File: config.mk
export PLATFORM = sky130hd
export DESIGN_NAME = pipeline_exec_control
export DESIGN_NICKNAME = d
export VERILOG_FILES = /design/src/rtl/pipeline_exec_control_pkg.sv /design/src/rtl/pipeline_exec_control_sat_counter.sv /design/src/rtl/pipeline_exec_control.sv
export SDC_FILE = /design/constraint.sdc
export NUM_CORES = 1
export LEC_CHECK = 0
export CAP_MARGIN = 20
export CORE_MARGIN = 4
export CORE_UTILIZATION = 54
export DETAILED_ROUTE_END_ITERATION = 10
export PLACE_DENSITY = 0.82
export SYNTH_ARGS = -nofsm -noshare
export SYNTH_HDL_FRONTEND = slang
export SYNTH_SLANG_ARGS = --single-unit
File: constraint.sdc
create_clock -name i_clock -period 3.6 [get_ports i_clock]
set_clock_uncertainty 0.05 [all_clocks]
set_input_delay 0.36 -clock i_clock [delete_from_list [all_inputs] [get_ports i_clock]]
set_output_delay 0.36 -clock i_clock [all_outputs]
set_load 0.005 [all_outputs]
File: src/rtl/pipeline_exec_control_pkg.sv
// Shared defs for the pipeline execution controller:
// debug command codes, FSM state encodings, default widths.
package pipeline_exec_control_pkg;

  localparam int          DEF_NB_OPCODE   = 6;
  localparam logic [5:0]  DEF_HALT_OPCODE = 6'h3f;
  localparam int          DEF_N_DRAIN     = 4;
  localparam int          DEF_NB_CYCLES   = 32;

  typedef enum logic [1:0] {
    CMD_NOP   = 2'b00,
    CMD_RUN   = 2'b01,
    CMD_STEP  = 2'b10,
    CMD_ABORT = 2'b11
  } cmd_e;

  typedef enum logic [2:0] {
    ST_IDLE  = 3'd0,
    ST_RUN   = 3'd1,
    ST_STEP  = 3'd2,
    ST_PAUSE = 3'd3,
    ST_DRAIN = 3'd4,
    ST_DONE  = 3'd5
  } state_e;

endpackage

File: src/rtl/pipeline_exec_control_sat_counter.sv
// Saturating up-counter with enable; holds at all-ones.
// Used for the enabled-cycle count.
module pipeline_exec_control_sat_counter #(
  parameter int NB = 32
) (
  input  logic          i_clock,
  input  logic          i_reset,
  input  logic          i_enable,
  output logic [NB-1:0] o_count
);

  logic [NB-1:0] cnt_q;
  logic [NB-1:0] cnt_d;

  always_comb begin
    cnt_d = cnt_q;
    if (i_enable && (cnt_q != '1))
      cnt_d = cnt_q + 1'b1;
  end

  always_ff @(posedge i_clock or posedge i_reset) begin
    if (i_reset) cnt_q <= '0;
    else         cnt_q <= cnt_d;
  end

  assign o_count = cnt_q;

endmodule

File: src/rtl/pipeline_exec_control.sv
// Debug-driven run/step/abort sequencer for the MIPS pipeline:
// gates the global enable, drains after HALT, counts cycles.
module pipeline_exec_control
  import pipeline_exec_control_pkg::*;
#(
  parameter int                 NB_OPCODE   = DEF_NB_OPCODE,
  parameter logic [NB_OPCODE-1:0] HALT_OPCODE = DEF_HALT_OPCODE,
  parameter int                 N_DRAIN     = DEF_N_DRAIN,
  parameter int                 NB_CYCLES   = DEF_NB_CYCLES
) (
  input  logic                 i_clock,
  input  logic                 i_reset,
  input  logic                 i_cmd_valid,
  input  logic [1:0]           i_cmd,
  output logic                 o_cmd_ready,
  input  logic [NB_OPCODE-1:0] i_opcode,
  output logic                 o_pipe_enable,
  output logic                 o_halted,
  output logic [2:0]           o_state,
  output logic [NB_CYCLES-1:0] o_cycle_count
);

  localparam int ND_W = $clog2(N_DRAIN + 1);
  localparam logic [ND_W-1:0] DRAIN_LOAD = ND_W'(N_DRAIN - 1);

  state_e          state_q, state_d;
  logic [ND_W-1:0] drain_q, drain_d;
  logic            pipe_en;
  logic            ready;
  logic            halted;
  logic            halt_op;
  logic            take;
  cmd_e            cmd;

  assign halt_op = (i_opcode == HALT_OPCODE);
  assign cmd     = cmd_e'(i_cmd);
  assign take    = i_cmd_valid && ready;

  always_comb begin
    state_d = state_q;
    drain_d = drain_q;
    pipe_en = 1'b0;
    ready   = 1'b0;
    halted  = 1'b0;
    unique case (state_q)
      ST_IDLE, ST_PAUSE: begin
        ready = 1'b1;
        if (i_cmd_valid) begin
          unique case (cmd)
            CMD_RUN:   state_d = ST_RUN;
            CMD_STEP:  state_d = ST_STEP;
            CMD_ABORT: state_d = ST_DONE;
            default:   state_d = state_q;
          endcase
        end
      end
      ST_RUN: begin
        ready   = 1'b1;
        pipe_en = 1'b1;
        // HALT outranks a same-cycle ABORT
        if (halt_op && pipe_en) begin
          state_d = ST_DRAIN;
          drain_d = DRAIN_LOAD;
        end else if (i_cmd_valid && (cmd == CMD_ABORT)) begin
          state_d = ST_DONE;
        end
      end
      ST_STEP: begin
        pipe_en = 1'b1;
        if (halt_op && pipe_en) begin
          state_d = ST_DRAIN;
          drain_d = DRAIN_LOAD;
        end else begin
          state_d = ST_PAUSE;
        end
      end
      ST_DRAIN: begin
        pipe_en = 1'b1;
        if (drain_q == '0) state_d = ST_DONE;
        else               drain_d = drain_q - 1'b1;
      end
      ST_DONE: begin
        halted = 1'b1;
      end
      default: begin
        state_d = ST_IDLE;
      end
    endcase
  end

  always_ff @(posedge i_clock or posedge i_reset) begin
    if (i_reset) begin
      state_q <= ST_IDLE;
      drain_q <= '0;
    end else begin
      state_q <= state_d;
      drain_q <= drain_d;
    end
  end

  pipeline_exec_control_sat_counter #(
    .NB(NB_CYCLES)
  ) u_cycles (
    .i_clock (i_clock),
    .i_reset (i_reset),
    .i_enable(pipe_en),
    .o_count (o_cycle_count)
  );

  assign o_cmd_ready   = ready;
  assign o_pipe_enable = pipe_en;
  assign o_halted      = halted;
  assign o_state       = state_q;

  logic unused_take;
  assign unused_take = take;

endmodule

# Yosys cells after proc, flatten, opt, wreduce, memory -nomap -nowiden
# Cells that the tools add are included.
# op_classes
addsub	2
bitwise_logic	1
n_reduce_logical	11
muxes	13
eq_ne	16
# ops
cell	n
$add 32x1->32 const B	1
$ne 32x32->1 const B	1
$mux 3	7
$pmux 3 s5	1
$pmux 3 s3	1
$eq 3x2->1 const B	2
$eq 3x3->1 const B	2
$eq 6x6->1 const B	1
$logic_not 3->1	2
$ne 2x2->1 const B	3
$pmux 3 s2	1
$reduce_or 3->1	2
$reduce_and 5->1	1
$eq 2x2->1 const B	2
$ne 4x4->1 const B	1
$reduce_or 2->1	2
$eq 3x1->1 const B	1
$mux 1	3
$ne 3x3->1 const B	1
$reduce_and 3->1	1
$sub 3x1->3 const B	1
$eq 2x1->1 const B	1
$logic_and 1x1->1	2
$ne 2x1->1 const B	1
other kinds (2)	2
# totals
register_bits	38
output_inout_bits	38
in_bits	11

# Longest topological paths before layout
# Gate-level depths: netlist of the first run.
# depth
depth_word	5
mapped_depth	9
depth_no_buf	8

# Cells and area by module
# A second synthesis of the first run with hierarchy kept.
# hier_totals
hier_cells	204
area_unflattened_um2	2090.8
# by_module_without_submodules
module	area_each_um2	instances	cells_each
pipeline_exec_control_sat_counter	1561.5	1	139
pipeline_exec_control	529.3	1	65

# Least setup slack after synthesis of the first run
# OpenSTA, ideal clock, no wires.
# synth_timing
path_kind	flip-flop to flip-flop
startpoint	reg u_cycles.cnt_q[0], in the netlist u_cycles.o_count[0]
endpoint	reg u_cycles.cnt_q[1], in the netlist u_cycles.o_count[1]
required_ns	3.425
path_stages_with_launch	7
t_arrival_ns	1.969
setup_time_ns	0.125
setup_slack_ns	1.456
period_less_slack_ns	2.144
path_buffers	0
path_cell_list	dfrtp_1 > ha_1 > nand3_1 > nor4_1 > nand3_1 > nand2_1 > mux2_2
# synth_via
elab_chain_len	2
# synth_rtl
item	line	source
start, declared	pipeline_exec_control_sat_counter.sv:12	logic [NB-1:0] cnt_q;
start signal, assigned	pipeline_exec_control_sat_counter.sv:23	else cnt_q <= cnt_d;
branches (longest 2 deep; another with $add 32x1->32)	n/a	
# Parallel ways; which one is timed is not known.
# A chain may end at the register's enable or synchronous reset.

# Final worst setup path of the first run
# layout_timing
startpoint	reg state_q[2], in the netlist o_state[2]
endpoint	out o_pipe_enable
# layout_via
elab_chain_len	3
# layout_rtl
item	line	source
start, declared	pipeline_exec_control.sv:26	state_e state_q, state_d;
start signal, assigned	pipeline_exec_control.sv:96	state_q <= state_d;
$eq 3x3->1 (tied with other cells)	pipeline_exec_control.sv:45	unique case (state_q)
$reduce_or 3->1 (no line) (*)	n/a	
$mux 1 (*)	pipeline_exec_control.sv:45	
end, declared	pipeline_exec_control.sv:17	output logic o_pipe_enable,
# Every way passes the cells marked *; elsewhere a longest branch is shown, timed or not.

==> results of run 1 <==
[registers in the layout, indices dropped and copies added (netlist names)]
register / cells
u_cycles.o_count: 32
drain_q: 3
o_state: 3
[worst max-delay path: stages (launching register included)]
cell and delay (ns):
dfrtp_1 0.55, xor2_1 0.21, o21ai_1 0.44, inv_1 0.09
buf_4 0.22, clkdlybuf4s50_1 0.46
[cells in the final DEF, fill, tap and decap left out, drive strengths merged, types with 3 or more instances in the layout]
master / count
buf: 3
ha: 3
nor2: 11
and3: 10
nand4b: 4
nor3: 7
dfrtp: 38
nand2: 13
nor4: 4
clkdlybuf4s50: 48
xnor2: 25
nand2b: 3
nand3: 23
clkbuf: 5
a21oi: 6
nand4: 19
o21ai: 9
a31oi: 4
inv: 11
[kinds of logic (layout without fill, tap and decap cells)]
family,count (synthesis),in the layout
AND/OR/NAND/NOR,102,102
flip-flops,38,38
adder cells (fa/ha/maj),3,3
buffers and inverters,18,70
multiplexers,3,3
AO/OA/AOI/OAI,28,28
XOR/XNOR,26,26
[area by class of cell]
type	instances	area (um^2)	area share (%)
Timing Repair Buffer	51	503.0	18.31
Multi-Input combinational cell	162	1077	39.23
Inverter	11	41.29	1.503
Sequential cell	38	950.9	34.62
Tap cell	48	60.06	2.187
Clock buffer	5	68.82	2.506
Clock inverter	3	45.04	1.640
[power groups by stage]
stage	combinational, mW	clock, mW	sequential [mW]
5_1_grt	0.385	0.389	0.566
2_1_floorplan	0.205	0	0.535
4_1_cts	0.351	0.366	0.553
3_3_place_gp	0.344	0	0.554
6_report	0.346	0.358	0.554
3_5_place_dp	0.347	0	0.558
[metal layers]
metal,up-vias,wire length [um]
met5,-,0
met3,6,247
li1,907,-
met2,57,2340
met1,884,2076
met4,0,51
[worst max path at each step]
stage | end | slack (ns)
6_report | o_pipe_enable | 0.93
5_1_grt | o_pipe_enable | 0.80
4_1_cts | o_pipe_enable | 0.92
3_5_place_dp | o_pipe_enable | 1.25
3_3_place_gp | o_pipe_enable | 1.29
2_1_floorplan | u_cycles.o_count[1] | 1.46
[cells in the mapped netlist, drive strengths merged (2+ instances only)]
cell type,n
dfrtp,38
clkbuf,5
a21oi,6
a31oi,4
nand2b,3
xnor2,25
mux2,2
and4,2
nor4,4
ha,3
nand2,13
nor2,11
nand3,23
or4,2
nand4b,4
buf,2
a2111oi,2
nand4,19
inv,11
nor3,7
o21ai,9
and3,10
o41ai,2
[through the flow]
| step | std cells | util [%] | area [um^2] |
|---|---|---|---|
| global placement | 310 | 70.84 | 2633 |
| detailed placement | 310 | 70.84 | 2633 |
| finish | 318 | 73.91 | 2746 |
| CTS | 318 | 73.91 | 2746 |
| global route | 318 | 73.91 | 2746 |
| floorplan | 218 | - | 2097 |
==> results.tsv, run 1 <==
metric	value	unit
I/O pins	49	
Global Route met2 Usage	32.22	%
Final #Nets	283	
vias in the first global route	1794	
maximum clock path buffer count	2	
relative slew slack	58.43	%
die width	70.32	um
CTS tree	done	
Tcrit/Tclk final	74.14	%
max-slew violation count	0	
Clk pwr share	28.5	%
Final Critical Period	2.669	ns
Int Pwr	0.8662	mW
iteration-0 DRC count of the detailed router	125	
post-CTS sizing	0	
Worst setup EP type	output pin	
Synth top area share	45.35	%
full die area	4944	um^2
clk slew on worst S/H paths	0.08	ns
Mean Syn Cell Area	9.619	um^2
Area Growth Syn to Fin	30.97	%
Post-Synth Adder-Cell Area	1.790	%
Tot Pwr	1.258	mW
Max VDD drop	502.8	uV
met1 Usage GRT	26.56	%
Net Sw Frac	31.14	%
Sink Count	38	
Synth Instances	218	
DR pass1 iterations	4	
post-route ant nets	0	
Hold WS	0.4181	ns
Ant. Diodes	0	
xor/xnor share of the synthesized area	10.86	%
gr busiest metal	met2	
Flop pwr share	44.0	%
setup bufs post-CTS	0	
Critical Path Fanout Max	20	
initial core utilization	56.43	%
Fin. Hold Viols	0	
Via density	5.830	
Crit. Startpoint	o_state[2]	
antenna violations before repair	0	
Yosys top cell by area	dfrtp_1	
post-synthesis mux area share	1.551	%
met3 Use GR	3.741	%
synth unique cells	40	
Sw Pwr	0.3917	mW
Ys Warns	0	
critical path type	flop to output pin	
power density cells	458.0	nW/um^2
status	completed	
MaxCap Viol Count	0	
H-tree levels	2	
final WL	4715	um
global-route wire length before repair	8038	um
startpoint class of the critical path	flop	
Hold Path Class	primary input to async pin	
Fin Setup TNS	0	ns
Logic pwr share	27.5	%
DP Wirelength	3370	um
unrepaired setup endpoints after global routing	no	
Synth area leaders	dfrtp_1 45%, xnor2_1 10%, nand3_1 5.5%	
Reg2Reg Setup Slack	1.29	ns
simple-gate share of the synthesized area	27.86	%
core area	3716	um^2
fmax	374.7	MHz
routed via count	1854	
remaining routing DRC violations	0	
clock latency on the worst-skew pair	0.29	ns
Setup violations, final	0	
Buffers on Ports	48	
asr flop ratio synth	100.0	%
TritonCTS buffer count	5	
post-route setup slack	0.9309	ns
Row Count	22	
number of flops mapped to enable cells by yosys	0	
crit path DAT	2.26	ns
dpl ws	1.248	ns
cts hold-fix bufs	0	
leakage	1.095	nW
Total GRT Usage	19.73	%
worst-case reg-to-reg path depth	5	
reg2reg end	u_cycles.o_count[19]	
critical path data required time	3.19	ns
GPL Wtd Cong	0.7910	
Netlist Area Pre-Place	2097	um^2
main combinational cell family by area after synthesis	simple AND/OR/NAND/NOR gates	
register area share after synthesis	45.35	%
share of cells above drive strength 1	6.667	%
Die Y	70.32	um
Mapped Nets	232	
Main synth FF type	dfrtp_1	
Filler cells	289	
synthesis-stage register bit count	38	
Slew @ Worst Pin	0.6179	ns
largest net degree at the start of global routing	39	
root buffer cell	clkbuf_8	
routed len/inst	14.83	um
Synth Area in Compound Gates	9.308	%
reg2reg start	u_cycles.o_count[4]	
total global routing overflow	0	
Note: power is estimated with default switching activity, not from simulation.
==> inputs of run 2 (changes only) <==
Settings changed: CORE_UTILIZATION 54 to 50, PLACE_DENSITY 0.82 to 0.77.
Clock period 3.6 ns to 2.8 ns, I/O delays scaled along.
==> run 2 against run 1 <==
- first-iteration DRC count is 54% higher
- worst hold slack got worse by 0.067 ns
- utilization down 5.4 points
- final cell count is 1.3% higher
- clock power up 27%
- sequential cell count unchanged
- critical path depth did not move
- largest power group unchanged
==> results.tsv, run 2 (same netlist as run 1, synthesis figures left out) <==
metric	value	unit	change
status	completed		unchanged
clock latency on the worst-skew pair	0.29	ns	about the same
Layout Cells excl Fill	322		was 318
Final Critical Period	2.290	ns	
routed via count	1865		was 1854
cell count after placement	314		was 310
Slew @ Worst Pin	0.5168	ns	was 0.6179 ns
Final #Nets	285		was 283
vias in the first global route	1754		was 1794
crit path DAT	2.42	ns	was 2.26 ns
Buffers on Ports	48		unchanged
Tcrit/Tclk final	81.78	%	
Sink Count	38		unchanged
die width	72.76	um	was 70.32 um
global-route wire length before repair	7859	um	was 8038 um
TritonCTS buffer count	5		unchanged
largest net degree at the start of global routing	39		unchanged
fmax	436.7	MHz	
Ant. Diodes	0		unchanged
Total GRT Usage	18.68	%	was 19.73%
H-tree levels	2		unchanged
reg2reg start	u_cycles.o_count[5]		was u_cycles.o_count[4]
I/O pins	49		unchanged
initial core utilization	52.05	%	was 56.43%
Setup violations, final	0		unchanged
Reg2Reg Setup Slack	0.51	ns	was 1.29 ns
MaxCap Viol Count	0		unchanged
Row Count	23		was 22
routed len/inst	14.52	um	was 14.83 um
Hold Path Class	primary input to async pin		unchanged
max-slew violation count	0		unchanged
setup bufs post-CTS	0		unchanged
Worst setup EP type	flop		was output pin
relative slew slack	65.23	%	was 58.43%
critical path type	flop to flop		was flop to output pin
leakage	1.113	nW	was 1.095 nW
Fin Setup TNS	0	ns	unchanged
core area	4029	um^2	was 3716 um^2
root buffer cell	clkbuf_8		unchanged
most frequent cells in the layout	48 x clkdlybuf4s50_1, 38 x dfrtp_1, 25 x xnor2_1		unchanged
critical path data required time	2.93	ns	was 3.19 ns
Via density	5.792		was 5.830
DR pass1 iterations	4		unchanged
Fin. Hold Viols	0		unchanged
Area Growth Syn to Fin	31.56	%	was 30.97%
power density cells	589.7	nW/um^2	was 458.0 nW/um^2
post-route ant nets	0		unchanged
CTS tree	done		unchanged
number of flip-flops in the largest register	32		unchanged
unrepaired setup endpoints after global routing	no		unchanged
antenna violations before repair	0		unchanged
total global routing overflow	0		unchanged
Max VDD drop	550.0	uV	was 502.8 uV
commonest non-fill, non-tap cell in the layout	clkdlybuf4s50_1		unchanged
GPL Wtd Cong	0.8703		was 0.7910
maximum clock path buffer count	2		unchanged
clk slew on worst S/H paths	0.08	ns	about the same
full die area	5294	um^2	was 4944 um^2
remaining routing DRC violations	0		unchanged
Critical Path Fanout Max	6		was 20
reg2reg end	u_cycles.o_count[24]		was u_cycles.o_count[19]
share of cells above drive strength 1	7.353	%	was 6.667%
post-CTS sizing	0		unchanged
Final Core Density	68.48	%	was 73.91%
iteration-0 DRC count of the detailed router	192		was 125
worst-case reg-to-reg path depth	5		unchanged
startpoint class of the critical path	flop		unchanged
cts hold-fix bufs	0		unchanged
Die Y	72.76	um	was 70.32 um
DP Wirelength	3410	um	was 3370 um
final WL	4677	um	was 4715 um
-- run 2: routing by layer --
metal  vias to the layer above  global-route usage [%]  part of all wire [%]
li1                        904                       -                     -
met1                       899                   25.80                    45
met2                        56                   29.46                    49
met3                         6                   4.683                   5.6
met4                         0                   4.713                   1.1
met5                         -                       0                     0
-- run 2: area by class of cell --
cell class / count / area (um^2)
fill: 342 / 1270
multi-input combinational: 162 / 1077
sequential: 38 / 950.9
timing repair buffer: 53 / 518.0
clock buffer: 5 / 68.82
tap: 50 / 62.56
inverter: 11 / 41.29
clock inverter: 3 / 40.04
-- run 2: worst max-delay path, stage by stage, from the launching register on --
cell       delay [ns]
dfrtp_1          0.43
nand4_1          0.26
or4_4            0.59
a2111oi_4        0.49
nand4_1          0.20
xnor2_1          0.16
-- run 2: worst max path at each step --
stage,startpoint,end,slack (ns),depth (start not counted)
after CTS,u_cycles.o_count[8],u_cycles.o_count[21],0.51,5
after detailed placement,u_cycles.o_count[8],u_cycles.o_count[24],0.53,5
final,u_cycles.o_count[5],u_cycles.o_count[24],0.51,5
after global placement,u_cycles.o_count[8],u_cycles.o_count[19],0.55,5
after floorplan,u_cycles.o_count[0],u_cycles.o_count[1],0.66,6
after global routing,u_cycles.o_count[4],u_cycles.o_count[21],0.35,5
-- run 2: report_power, final --
group	internal (mW)	switching [mW]	total (mW)
Combinational	0.251	0.215	0.466
Sequential	0.609	0.0985	0.707
Clock	0.262	0.191	0.453
-- run 2: through the flow --
step | setup slack (ns) | area [um^2] | total power, mW | hold WS [ns]
finish | 0.5100 | 2759 | 1.627 | 0.3515
global route | 0.3492 | 2759 | 1.724 | 0.4033
CTS | 0.5107 | 2759 | 1.639 | 0.3769
detailed placement | 0.5293 | 2650 | 1.182 | 0.4256
global placement | 0.5545 | 2650 | 1.169 | 0.4222
floorplan | 0.6559 | 2097 | 0.9511 | 0.4058
